==> config.mk <==
export PLATFORM = sky130hd
export DESIGN_NAME = ysyx_25040111_lsu_axi_flat
export DESIGN_NICKNAME = d
export VERILOG_FILES = /design/src/rtl/ysyx_25040111_lsu_axi_if.sv /design/src/rtl/ysyx_25040111_lsu_axi.sv /design/src/flat_wrapper.sv
export SDC_FILE = /design/constraint.sdc
export NUM_CORES = 1
export LEC_CHECK = 0
export CAP_MARGIN = 5
export CORE_ASPECT_RATIO = 0.9
export CORE_UTILIZATION = 39
export DETAILED_ROUTE_END_ITERATION = 7
export GPL_TIMING_DRIVEN = 0
export MAX_ROUTING_LAYER = met4
export PLACE_DENSITY_LB_ADDON = 0.12
export SETUP_SLACK_MARGIN = 0.02
export SKIP_LAST_GASP = 1
export SYNTH_ARGS = -nofsm -noshare
export SYNTH_HDL_FRONTEND = slang
export SYNTH_SLANG_ARGS = --single-unit
==> constraint.sdc <==
create_clock -name clock -period 5.33 [get_ports clock]
set_input_delay 0.7995 -clock clock [delete_from_list [all_inputs] [get_ports clock]]
set_output_delay 0.7995 -clock clock [all_outputs]
set_load 0.01 [all_outputs]
==> src/rtl/ysyx_25040111_lsu_axi_if.sv <==
// AXI4 master-port bundle for the LSU: AW/W/B/AR/R channels. The master drives requests and
// the slave drives responses.
interface ysyx_25040111_lsu_axi_if #(
    parameter int unsigned ADDR_W = 32,
    parameter int unsigned DATA_W = 32,
    parameter int unsigned ID_W   = 4
);
    logic                  awvalid;
    logic                  awready;
    logic [ADDR_W-1:0]     awaddr;
    logic [ID_W-1:0]       awid;
    logic [7:0]            awlen;
    logic [2:0]            awsize;
    logic [1:0]            awburst;

    logic                  wvalid;
    logic                  wready;
    logic [DATA_W-1:0]     wdata;
    logic [DATA_W/8-1:0]   wstrb;
    logic                  wlast;

    logic                  bvalid;
    logic                  bready;
    logic [1:0]            bresp;
    logic [ID_W-1:0]       bid;

    logic                  arvalid;
    logic                  arready;
    logic [ADDR_W-1:0]     araddr;
    logic [ID_W-1:0]       arid;
    logic [7:0]            arlen;
    logic [2:0]            arsize;
    logic [1:0]            arburst;

    logic                  rvalid;
    logic                  rready;
    logic [DATA_W-1:0]     rdata;
    logic [1:0]            rresp;
    logic                  rlast;
    logic [ID_W-1:0]       rid;

    modport master (
        output awvalid, awaddr, awid, awlen, awsize, awburst,
        input  awready,
        output wvalid, wdata, wstrb, wlast,
        input  wready,
        input  bvalid, bresp, bid,
        output bready,
        output arvalid, araddr, arid, arlen, arsize, arburst,
        input  arready,
        input  rvalid, rdata, rresp, rlast, rid,
        output rready
    );

    modport slave (
        input  awvalid, awaddr, awid, awlen, awsize, awburst,
        output awready,
        input  wvalid, wdata, wstrb, wlast,
        output wready,
        output bvalid, bresp, bid,
        input  bready,
        input  arvalid, araddr, arid, arlen, arsize, arburst,
        output arready,
        output rvalid, rdata, rresp, rlast, rid,
        input  rready
    );
endinterface

==> src/rtl/ysyx_25040111_lsu_axi.sv <==
// AXI4 load/store unit: lane-aligned byte..dword accesses with sign extension, misalignment
// faults, AXI error reporting, independent AW/W handshakes and INCR read bursts.
module ysyx_25040111_lsu_axi #(
    parameter int unsigned    ADDR_W = 32,
    parameter int unsigned    DATA_W = 32,
    parameter int unsigned    ID_W   = 4,
    parameter logic [ID_W-1:0] AXI_ID = '0
) (
    input  logic              clock,
    input  logic              reset,

    input  logic              lsu_rvalid,
    input  logic [ADDR_W-1:0] lsu_raddr,
    input  logic [2:0]        lsu_rsize,
    input  logic              lsu_rsign,
    input  logic              lsu_burst,
    input  logic [7:0]        lsu_rlen,
    output logic              lsu_rready,
    output logic [DATA_W-1:0] lsu_rdata,
    output logic              lsu_rlast,
    output logic              lsu_rerr,

    input  logic              lsu_wvalid,
    input  logic [ADDR_W-1:0] lsu_waddr,
    input  logic [DATA_W-1:0] lsu_wdata,
    input  logic [2:0]        lsu_wsize,
    output logic              lsu_wready,
    output logic              lsu_werr,

    ysyx_25040111_lsu_axi_if.master axi
);

    localparam int unsigned STRB_W   = DATA_W / 8;
    localparam int unsigned LANE_W   = $clog2(STRB_W);
    localparam int unsigned DBIT_W   = $clog2(DATA_W);
    localparam logic [2:0]  MAX_SIZE = 3'(LANE_W);

    typedef enum logic [2:0] {RIdle, RAr, RData, RDone, RErr} rstate_e;
    typedef enum logic [2:0] {WIdle, WReq, WB, WDone, WErr} wstate_e;

    // Assert asynchronously, release two clocks later so state never leaves reset mid-edge.
    logic [1:0] rst_sync_q;
    logic       rst_n;

    always_ff @(posedge clock or negedge reset) begin
        if (!reset) rst_sync_q <= '0;
        else        rst_sync_q <= {rst_sync_q[0], 1'b1};
    end
    assign rst_n = rst_sync_q[1];

    function automatic logic [2:0] clamp_size(input logic [2:0] size);
        return (size > MAX_SIZE) ? MAX_SIZE : size;
    endfunction

    function automatic logic is_fault(input logic [LANE_W-1:0] lane, input logic [2:0] size,
                                      input logic burst);
        logic [LANE_W-1:0] low;
        // Wraps to all-ones when size equals the full bus width.
        low = (LANE_W'(1) << clamp_size(size)) - LANE_W'(1);
        return (size > MAX_SIZE) || ((lane & low) != '0) || (burst && (size != MAX_SIZE));
    endfunction

    function automatic logic [DATA_W-1:0] extract(input logic [DATA_W-1:0] data,
                                                  input logic [2:0] size, input logic sign);
        int unsigned       nbits;
        logic [DBIT_W-1:0] msb;
        logic [DATA_W-1:0] mask;
        logic [DATA_W-1:0] res;
        nbits = 32'd8 << clamp_size(size);
        msb   = DBIT_W'(nbits - 1);
        mask  = {DATA_W{1'b1}} >> (DATA_W - nbits);
        res   = data & mask;
        if (sign && data[msb]) res = res | ~mask;
        return res;
    endfunction

    function automatic logic [STRB_W-1:0] strb_of(input logic [2:0] size,
                                                  input logic [LANE_W-1:0] lane);
        logic [STRB_W-1:0] full;
        full = {STRB_W{1'b1}} >> (STRB_W - (32'd1 << clamp_size(size)));
        return full << lane;
    endfunction

    rstate_e r_state_q, r_state_d;
    wstate_e w_state_q, w_state_d;

    logic rd_accept, wr_accept, rd_fault, wr_fault;

    assign rd_accept = (r_state_q == RIdle) && (w_state_q == WIdle) && lsu_rvalid && !lsu_wvalid;
    assign wr_accept = (r_state_q == RIdle) && (w_state_q == WIdle) && lsu_wvalid;
    assign rd_fault  = is_fault(lsu_raddr[LANE_W-1:0], lsu_rsize, lsu_burst);
    assign wr_fault  = is_fault(lsu_waddr[LANE_W-1:0], lsu_wsize, 1'b0);

    // ---------------------------------------------------------------- read path
    logic [ADDR_W-1:0] raddr_q;
    logic [2:0]        rsize_q;
    logic              rsign_q;
    logic              rburst_q;
    logic [7:0]        rlen_q;
    logic [7:0]        rcnt_q;
    logic [DATA_W-1:0] rbeat_q;
    logic              rerr_q;
    logic              rpulse_q;
    logic              r_hs, r_final;

    assign r_hs    = (r_state_q == RData) && axi.rvalid;
    assign r_final = axi.rlast || (rcnt_q == rlen_q);

    always_comb begin
        r_state_d = r_state_q;
        unique case (r_state_q)
            RIdle:       if (rd_accept) r_state_d = rd_fault ? RErr : RAr;
            RAr:         if (axi.arready) r_state_d = RData;
            RData:       if (r_hs && r_final) r_state_d = RDone;
            RDone, RErr: r_state_d = RIdle;
            default:     r_state_d = RIdle;
        endcase
    end

    always_ff @(posedge clock or negedge rst_n) begin
        if (!rst_n) r_state_q <= RIdle;
        else        r_state_q <= r_state_d;
    end

    always_ff @(posedge clock or negedge rst_n) begin
        if (!rst_n) begin
            raddr_q  <= '0;
            rsize_q  <= '0;
            rsign_q  <= 1'b0;
            rburst_q <= 1'b0;
            rlen_q   <= '0;
            rcnt_q   <= '0;
            rbeat_q  <= '0;
            rerr_q   <= 1'b0;
            rpulse_q <= 1'b0;
        end else begin
            rpulse_q <= r_hs && !r_final;
            if (rd_accept) begin
                raddr_q  <= lsu_raddr;
                rsize_q  <= lsu_rsize;
                rsign_q  <= lsu_rsign;
                rburst_q <= lsu_burst;
                rlen_q   <= lsu_burst ? lsu_rlen : 8'd0;
                rcnt_q   <= '0;
            end
            if (r_hs) begin
                rcnt_q  <= rcnt_q + 8'd1;
                rbeat_q <= extract(axi.rdata >> {raddr_q[LANE_W-1:0], 3'b000}, rsize_q, rsign_q);
                // A last beat that arrives before the requested count is a protocol error.
                rerr_q  <= axi.rresp[1] || (axi.rlast && (rcnt_q != rlen_q));
            end
        end
    end

    assign axi.arvalid = (r_state_q == RAr);
    assign axi.araddr  = raddr_q;
    assign axi.arid    = AXI_ID;
    assign axi.arlen   = rlen_q;
    assign axi.arsize  = rsize_q;
    assign axi.arburst = rburst_q ? 2'b01 : 2'b00;
    assign axi.rready  = (r_state_q == RData);

    assign lsu_rready = rpulse_q || (r_state_q == RDone) || (r_state_q == RErr);
    assign lsu_rlast  = (r_state_q == RDone) || (r_state_q == RErr);
    assign lsu_rdata  = (rpulse_q || (r_state_q == RDone)) ? rbeat_q : '0;
    assign lsu_rerr   = (r_state_q == RErr) || ((rpulse_q || (r_state_q == RDone)) && rerr_q);

    // ---------------------------------------------------------------- write path
    logic [ADDR_W-1:0] waddr_q;
    logic [2:0]        wsize_q;
    logic [DATA_W-1:0] wdata_q;
    logic [STRB_W-1:0] wstrb_q;
    logic              aw_pend_q, w_pend_q;
    logic              werr_q;

    always_comb begin
        w_state_d = w_state_q;
        unique case (w_state_q)
            WIdle:       if (wr_accept) w_state_d = wr_fault ? WErr : WReq;
            WReq:        if ((!aw_pend_q || axi.awready) && (!w_pend_q || axi.wready))
                             w_state_d = WB;
            WB:          if (axi.bvalid) w_state_d = WDone;
            WDone, WErr: w_state_d = WIdle;
            default:     w_state_d = WIdle;
        endcase
    end

    always_ff @(posedge clock or negedge rst_n) begin
        if (!rst_n) w_state_q <= WIdle;
        else        w_state_q <= w_state_d;
    end

    always_ff @(posedge clock or negedge rst_n) begin
        if (!rst_n) begin
            waddr_q   <= '0;
            wsize_q   <= '0;
            wdata_q   <= '0;
            wstrb_q   <= '0;
            aw_pend_q <= 1'b0;
            w_pend_q  <= 1'b0;
            werr_q    <= 1'b0;
        end else begin
            if (wr_accept) begin
                waddr_q   <= lsu_waddr;
                wsize_q   <= lsu_wsize;
                wdata_q   <= lsu_wdata << {lsu_waddr[LANE_W-1:0], 3'b000};
                wstrb_q   <= strb_of(lsu_wsize, lsu_waddr[LANE_W-1:0]);
                aw_pend_q <= !wr_fault;
                w_pend_q  <= !wr_fault;
            end
            if (axi.awvalid && axi.awready) aw_pend_q <= 1'b0;
            if (axi.wvalid && axi.wready)   w_pend_q  <= 1'b0;
            if ((w_state_q == WB) && axi.bvalid) werr_q <= axi.bresp[1];
        end
    end

    assign axi.awvalid = (w_state_q == WReq) && aw_pend_q;
    assign axi.awaddr  = waddr_q;
    assign axi.awid    = AXI_ID;
    assign axi.awlen   = 8'd0;
    assign axi.awsize  = wsize_q;
    assign axi.awburst = 2'b01;
    assign axi.wvalid  = (w_state_q == WReq) && w_pend_q;
    assign axi.wdata   = wdata_q;
    assign axi.wstrb   = wstrb_q;
    assign axi.wlast   = (w_state_q == WReq);
    assign axi.bready  = (w_state_q == WB);

    assign lsu_wready = (w_state_q == WDone) || (w_state_q == WErr);
    assign lsu_werr   = (w_state_q == WErr) || ((w_state_q == WDone) && werr_q);

    logic unused_axi;
    assign unused_axi = ^{axi.bid, axi.rid, axi.rresp[0], axi.bresp[0]};

endmodule

==> src/flat_wrapper.sv <==
// flat-port wrapper written by rule: the top's interface ports become plain ports
module ysyx_25040111_lsu_axi_flat 
#(
    parameter int unsigned    ADDR_W = 32,
    parameter int unsigned    DATA_W = 32,
    parameter int unsigned    ID_W   = 4,
    parameter logic [ID_W-1:0] AXI_ID = '0
)
  (clock, reset, lsu_rvalid, lsu_raddr, lsu_rsize, lsu_rsign, lsu_burst, lsu_rlen, lsu_rready, lsu_rdata, lsu_rlast, lsu_rerr, lsu_wvalid, lsu_waddr, lsu_wdata, lsu_wsize, lsu_wready, lsu_werr, axi_awvalid, axi_awaddr, axi_awid, axi_awlen, axi_awsize, axi_awburst, axi_awready, axi_wvalid, axi_wdata, axi_wstrb, axi_wlast, axi_wready, axi_bvalid, axi_bresp, axi_bid, axi_bready, axi_arvalid, axi_araddr, axi_arid, axi_arlen, axi_arsize, axi_arburst, axi_arready, axi_rvalid, axi_rdata, axi_rresp, axi_rlast, axi_rid, axi_rready);
  ysyx_25040111_lsu_axi_if #(.ADDR_W(ADDR_W), .DATA_W(DATA_W), .ID_W(ID_W)) axi_i ();
  input  logic clock;
  input  logic reset;
  input  logic lsu_rvalid;
  input  logic [ADDR_W-1:0] lsu_raddr;
  input  logic [2:0] lsu_rsize;
  input  logic lsu_rsign;
  input  logic lsu_burst;
  input  logic [7:0] lsu_rlen;
  output logic lsu_rready;
  output logic [DATA_W-1:0] lsu_rdata;
  output logic lsu_rlast;
  output logic lsu_rerr;
  input  logic lsu_wvalid;
  input  logic [ADDR_W-1:0] lsu_waddr;
  input  logic [DATA_W-1:0] lsu_wdata;
  input  logic [2:0] lsu_wsize;
  output logic lsu_wready;
  output logic lsu_werr;
  output wire logic [$bits(axi_i.awvalid)-1:0] axi_awvalid;
  output wire logic [$bits(axi_i.awaddr)-1:0] axi_awaddr;
  output wire logic [$bits(axi_i.awid)-1:0] axi_awid;
  output wire logic [$bits(axi_i.awlen)-1:0] axi_awlen;
  output wire logic [$bits(axi_i.awsize)-1:0] axi_awsize;
  output wire logic [$bits(axi_i.awburst)-1:0] axi_awburst;
  input wire logic [$bits(axi_i.awready)-1:0] axi_awready;
  output wire logic [$bits(axi_i.wvalid)-1:0] axi_wvalid;
  output wire logic [$bits(axi_i.wdata)-1:0] axi_wdata;
  output wire logic [$bits(axi_i.wstrb)-1:0] axi_wstrb;
  output wire logic [$bits(axi_i.wlast)-1:0] axi_wlast;
  input wire logic [$bits(axi_i.wready)-1:0] axi_wready;
  input wire logic [$bits(axi_i.bvalid)-1:0] axi_bvalid;
  input wire logic [$bits(axi_i.bresp)-1:0] axi_bresp;
  input wire logic [$bits(axi_i.bid)-1:0] axi_bid;
  output wire logic [$bits(axi_i.bready)-1:0] axi_bready;
  output wire logic [$bits(axi_i.arvalid)-1:0] axi_arvalid;
  output wire logic [$bits(axi_i.araddr)-1:0] axi_araddr;
  output wire logic [$bits(axi_i.arid)-1:0] axi_arid;
  output wire logic [$bits(axi_i.arlen)-1:0] axi_arlen;
  output wire logic [$bits(axi_i.arsize)-1:0] axi_arsize;
  output wire logic [$bits(axi_i.arburst)-1:0] axi_arburst;
  input wire logic [$bits(axi_i.arready)-1:0] axi_arready;
  input wire logic [$bits(axi_i.rvalid)-1:0] axi_rvalid;
  input wire logic [$bits(axi_i.rdata)-1:0] axi_rdata;
  input wire logic [$bits(axi_i.rresp)-1:0] axi_rresp;
  input wire logic [$bits(axi_i.rlast)-1:0] axi_rlast;
  input wire logic [$bits(axi_i.rid)-1:0] axi_rid;
  output wire logic [$bits(axi_i.rready)-1:0] axi_rready;
  assign axi_awvalid = axi_i.awvalid;
  assign axi_awaddr = axi_i.awaddr;
  assign axi_awid = axi_i.awid;
  assign axi_awlen = axi_i.awlen;
  assign axi_awsize = axi_i.awsize;
  assign axi_awburst = axi_i.awburst;
  assign axi_i.awready = axi_awready;
  assign axi_wvalid = axi_i.wvalid;
  assign axi_wdata = axi_i.wdata;
  assign axi_wstrb = axi_i.wstrb;
  assign axi_wlast = axi_i.wlast;
  assign axi_i.wready = axi_wready;
  assign axi_i.bvalid = axi_bvalid;
  assign axi_i.bresp = axi_bresp;
  assign axi_i.bid = axi_bid;
  assign axi_bready = axi_i.bready;
  assign axi_arvalid = axi_i.arvalid;
  assign axi_araddr = axi_i.araddr;
  assign axi_arid = axi_i.arid;
  assign axi_arlen = axi_i.arlen;
  assign axi_arsize = axi_i.arsize;
  assign axi_arburst = axi_i.arburst;
  assign axi_i.arready = axi_arready;
  assign axi_i.rvalid = axi_rvalid;
  assign axi_i.rdata = axi_rdata;
  assign axi_i.rresp = axi_rresp;
  assign axi_i.rlast = axi_rlast;
  assign axi_i.rid = axi_rid;
  assign axi_rready = axi_i.rready;
  ysyx_25040111_lsu_axi #(.ADDR_W(ADDR_W), .DATA_W(DATA_W), .ID_W(ID_W), .AXI_ID(AXI_ID)) u_core (.clock(clock), .reset(reset), .lsu_rvalid(lsu_rvalid), .lsu_raddr(lsu_raddr), .lsu_rsize(lsu_rsize), .lsu_rsign(lsu_rsign), .lsu_burst(lsu_burst), .lsu_rlen(lsu_rlen), .lsu_rready(lsu_rready), .lsu_rdata(lsu_rdata), .lsu_rlast(lsu_rlast), .lsu_rerr(lsu_rerr), .lsu_wvalid(lsu_wvalid), .lsu_waddr(lsu_waddr), .lsu_wdata(lsu_wdata), .lsu_wsize(lsu_wsize), .lsu_wready(lsu_wready), .lsu_werr(lsu_werr), .axi(axi_i));
endmodule
After elaboration in Yosys (flattened, before gate mapping) --
Cells that the tools add are included.
Storage, ports and cells: bits in registers 169, word-level logic and storage cells 129
Operators by class: $add $sub $neg 6, magnitude comparators 4, equal/unequal tests 17, shift operators 9, muxes and demuxes 24, bitwise operators 5, reduce and logical (&&, ||, !) cells 45
Operators by type and width (number):
- $mux 32 | 2
- $mux 3 | 11
- $and 32x32->32 | 1
- $not 32->32 | 1
- $or 32x32->32 | 1
- $shl 1x3->32 const A | 1
- $shl 32x5->32 | 1
- $shl 4x3->32 const A | 1
- $shr 32x32->32 const A | 1
- $shr 32x5->32 | 1
- $shr 4x32->4 const A | 1
- $sub 3x32->32 const A | 1
- $sub 6x32->32 const A | 1
- $mux 8 | 3
- $logic_and 1x1->1 | 18
- $pmux 3 s3 | 2
- $logic_or 1x1->1 | 13
- $eq 3x2->1 const B | 4
- $ne 2x1->1 const B | 5
- $reduce_bool 2->1 | 5
- $gt 3x2->1 const B | 3
- $add 8x1->8 const B | 1
- $eq 8x8->1 | 1
- $ne 8x8->1 | 1
- other kinds (15) | 30

Depth between registers and ports, before layout --
depth in word-level cells 11, depth in mapped cells 8, mapped depth without buffers 5

Worst setup path after synthesis --
OpenSTA, ideal clock, no wires.
path kind register to output, start reg u_core.r_state_q[2], end out lsu_rdata[0], data arrival time 1.345 ns, setup slack 3.186 ns, cell stages (with the launch flop) 6, path through dfrtp_1 -> clkbuf_1 -> and3b_1 -> nor2_1 -> clkbuf_1 -> nor2b_1
Between the ends: longest elaborated chain between the ends 3
Ends and longest elaborated chain:
- from (decl) | line ysyx_25040111_lsu_axi.sv:84 | rstate_e r_state_q, r_state_d;
- from (signal assigned) | line ysyx_25040111_lsu_axi.sv:121 | if (!rst_n) r_state_q <= RIdle;
- from (signal assigned) | line ysyx_25040111_lsu_axi.sv:122 | else r_state_q <= r_state_d;
- $eq 3x2->1 | line ysyx_25040111_lsu_axi.sv:165 | assign lsu_rdata = (rpulse_q || (r_state_q == RDone)) ? rbeat_q : '0;
- $logic_or 1x1->1 | line ysyx_25040111_lsu_axi.sv:165
- $mux 32 | line ysyx_25040111_lsu_axi.sv:165
- to (decl) | line flat_wrapper.sv:20 | output logic [DATA_W-1:0] lsu_rdata;
No other way between the ends.

Final worst setup path --
start reg u_core.r_state_q[2], end out lsu_rdata[23]
The elaborated chain is that of the path after synthesis.

==> results.ini <==
[timing]
final.setup.tns_ps = 0
relSlewSlack = 0.509
finalSetupViolCount = 0
slew_violations = 0
min_period_ps = 3600
fin_worst_skew_ps = 10.1
grt_setup_unrepaired = no
min_period_over_period = 0.676
timing.hold.ws_ps = 277
finalHoldViolCount = 0
tightest_slew_ps = 726
max_freq_mhz = 278

[cts]
clk_pin_slew_ps = 70
cts_root_buffer = clkbuf_16
cts.htree.levels = 4
cts_buffer_depth = 2
clk_latency_ps = 420
cts.repair.resized = 0
cts_num_sinks = 169
tritoncts = built
ctsHoldBuffers = 0
post_cts_buffers = 0
cts_inserted_buffers = 17

[setup_path]
crit_chain = clkbuf_1 > and3b_1 > nor2_1 > clkbuf_1 > nor2b_1 > clkdlybuf4s50_1
critPathKind = reg -> out
crit_end = lsu_rdata[23]
worstPathRequired_ps = 4530
worstPathArrival_ps = 2800
start_kind = flop
r2r_slack_ps = 3230
slowest_stage = clkbuf_1
path_max_fanout = 10
slowest_delay_ps = 510
path_common_cell = clkbuf_1
rr_endpoint = u_core.rbeat_q[28]$_DFFE_PN0P_
crit_start = u_core.r_state_q[2]$_DFFE_PN0P_
reg2reg_from = u_core.r_state_q[2]$_DFFE_PN0P_
endpoint_kind = output pin
rr_worst_depth = 5

[floorplan]
die_y_um = 140
ioPinCount = 343
rows = 50
die_x_um = 155
start_util = 0.397
placeableCoreArea_mm2 = 0.0208
dieArea_mm2 = 0.0217

[grt]
grt_max_degree = 51
overflow = 0
grt_antenna_before_repair = 0
grt_usage = 0.240
grt_pass1_vias = 7211
grt_pass1_wl_mm = 38.9

[synth]
yosysMostFrequentCell = dfrtp_1
yosysWarningCount = 0
syn_area_mm2 = 0.00824
synth_seq_cells = 169
synth_commonest_cells = 169 x dfrtp_1, 87 x nand2_1, 86 x mux2_2
synth_edf_count = 0
avgSynthCellArea_um2 = 10.8
yosys_most_used_dff = dfrtp_1
ys_seq_area_frac = 0.513
synth_top_area_cell = dfrtp_1
synth-async-reset-ratio = 1.00
synth_top_area_share = 0.513
synth_area_leaders = dfrtp_1 51%, mux2_2 12%, mux2i_1 4.3%
synthCells = 766
synthDistinctLibCells = 54

[detailed_routing]
drt_wl_total_mm = 24.9
ant_nets = 0
drc_errors = 0
drtIter0Drc = 343
drtPass1Iterations = 5
vias_per_cell = 4.97
num_vias = 7062
wl_per_cell_um = 17.5

[placed_design]
dp_hpwl_mm = 18.7
placed_area_mm2 = 0.0119
io_buffers = 311
gp_congestion = 0.891

[pwr]
irDropWorstVdd_mv = 0.341
power_density_mw_per_mm2 = 531
power_leakage_nw = 5.19

[final_layout]
layout.nets = 1290
syn_to_final_growth_pct = 51.4
fillerInstances = 1859
antenna_cells = 0
drive_gt1_frac = 0.153
stdcell_area_mm2 = 0.0125

[worst_hold_path]
min_path_type = reg -> async

[job]
maxCapViolCount = 0

[outcome]
status = completed

through the flow:
stage | worst slack, ps | power [mW] | utilization | cells
2_1_floorplan | 272 | 3.81 | - | 788
3_3_place_gp | -2000 | 5.33 | 0.568 | 1385
3_5_place_dp | 2170 | 5.38 | 0.572 | 1388
4_1_cts | 1710 | 6.67 | 0.600 | 1420
5_1_grt | 1540 | 7.02 | 0.600 | 1420
6_report | 1730 | 6.62 | 0.600 | 1420
cells in the final DEF (no fill, tap or decap), drive strengths merged, types with 2 or more instances in the layout:
cell type        n
nand3b           2
nor2            39
o2bb2ai          9
or2              2
and2             5
o221ai           8
nor3             7
o31ai            9
buf             53
clkinvlp         2
clkbuf          38
clkdlybuf4s50  311
a2bb2oi          2
nor3b            4
mux2i           36
mux2            86
nand2b           8
clkinv           3
xnor2            8
ha               3
nand4            2
nor4b            2
o21ai           66
nand2           87
a211oi          17
dfrtp          169
inv             13
nor2b           49
a21oi           38
a31oi            5
bufinv           2
conb            24
nand3            7
worst min path at each step:
| stage | from | end | slack [ps] |
|---|---|---|---|
| finish | u_core.rst_sync_q[1]$_DFF_PN0_ | u_core.axi.awaddr[5]$_DFFE_PN0P_ | 280 |
| floorplan | u_core.rst_sync_q[0]$_DFF_PN0_ | u_core.rst_sync_q[1]$_DFF_PN0_ | 330 |
| global placement | u_core.rst_sync_q[0]$_DFF_PN0_ | u_core.rst_sync_q[1]$_DFF_PN0_ | 330 |
| detailed placement | u_core.rst_sync_q[1]$_DFF_PN0_ | u_core.axi.awaddr[2]$_DFFE_PN0P_ | 290 |
| global route | u_core.rst_sync_q[1]$_DFF_PN0_ | u_core.axi.wdata[14]$_DFFE_PN0P_ | 310 |
| CTS | u_core.rst_sync_q[1]$_DFF_PN0_ | u_core.axi.awaddr[8]$_DFFE_PN0P_ | 290 |
critical path, delay by kind of cell, from the launching register on:
family                 cells  cell delay, ps
buffers and inverters      3            1300
and+or+nand+nor            3             750
DFF                        1             320
cells by family (layout without fill, tap and decap cells):
logic type,after synthesis,after routing,synth area share
and+or+nand+nor,221,221,0.134
DFF,169,169,0.513
AOI/OAI and AO/OA,163,163,0.121
muxes,123,123,0.166
buffers and inverters,76,422,0.0519
xor gates and xnor gates,9,9,0.00957
adders and majority gates,3,3,0.00456
other,2,24,0.000912
state kept, by name, indices dropped and copies added (netlist names), 2 cells and up:
signal,count
u_core.axi.araddr,32
u_core.axi.awaddr,32
u_core.axi.wdata,32
u_core.rbeat_q,32
u_core.axi.arlen,8
u_core.rcnt_q,8
u_core.axi.wstrb,4
u_core.axi.arsize,3
u_core.axi.awsize,3
u_core.r_state_q,3
u_core.w_state_q,3
u_core.rst_sync_q,2
cell type report:
cell class / instances / area (µm²) / area share
Sequential cell: 169 / 4230 / 0.339
Multi-Input combinational cell: 543 / 3660 / 0.294
Timing Repair Buffer: 314 / 3200 / 0.256
Clock buffer: 19 / 433 / 0.0347
Buffer: 69 / 402 / 0.0322
Tap cell: 286 / 358 / 0.0287
Clock inverter: 13 / 159 / 0.0127
Inverter: 7 / 26.3 / 0.00211
where the power goes:
group          total (mW)  internal [mW]  switching [mW]
sequential           2.23           1.88           0.351
clock                1.26          0.706           0.555
combinational        3.13           1.73            1.40
total                6.62           4.31            2.31
metal layers:
layer,up-vias,share of wire,GRT usage
met5,-,0,-
met4,0,0.010,0.0573
met3,18,0.082,0.0619
met2,301,0.46,0.369
met1,3384,0.45,0.317
li1,3359,-,-
(Power assumes the default switching activity.)
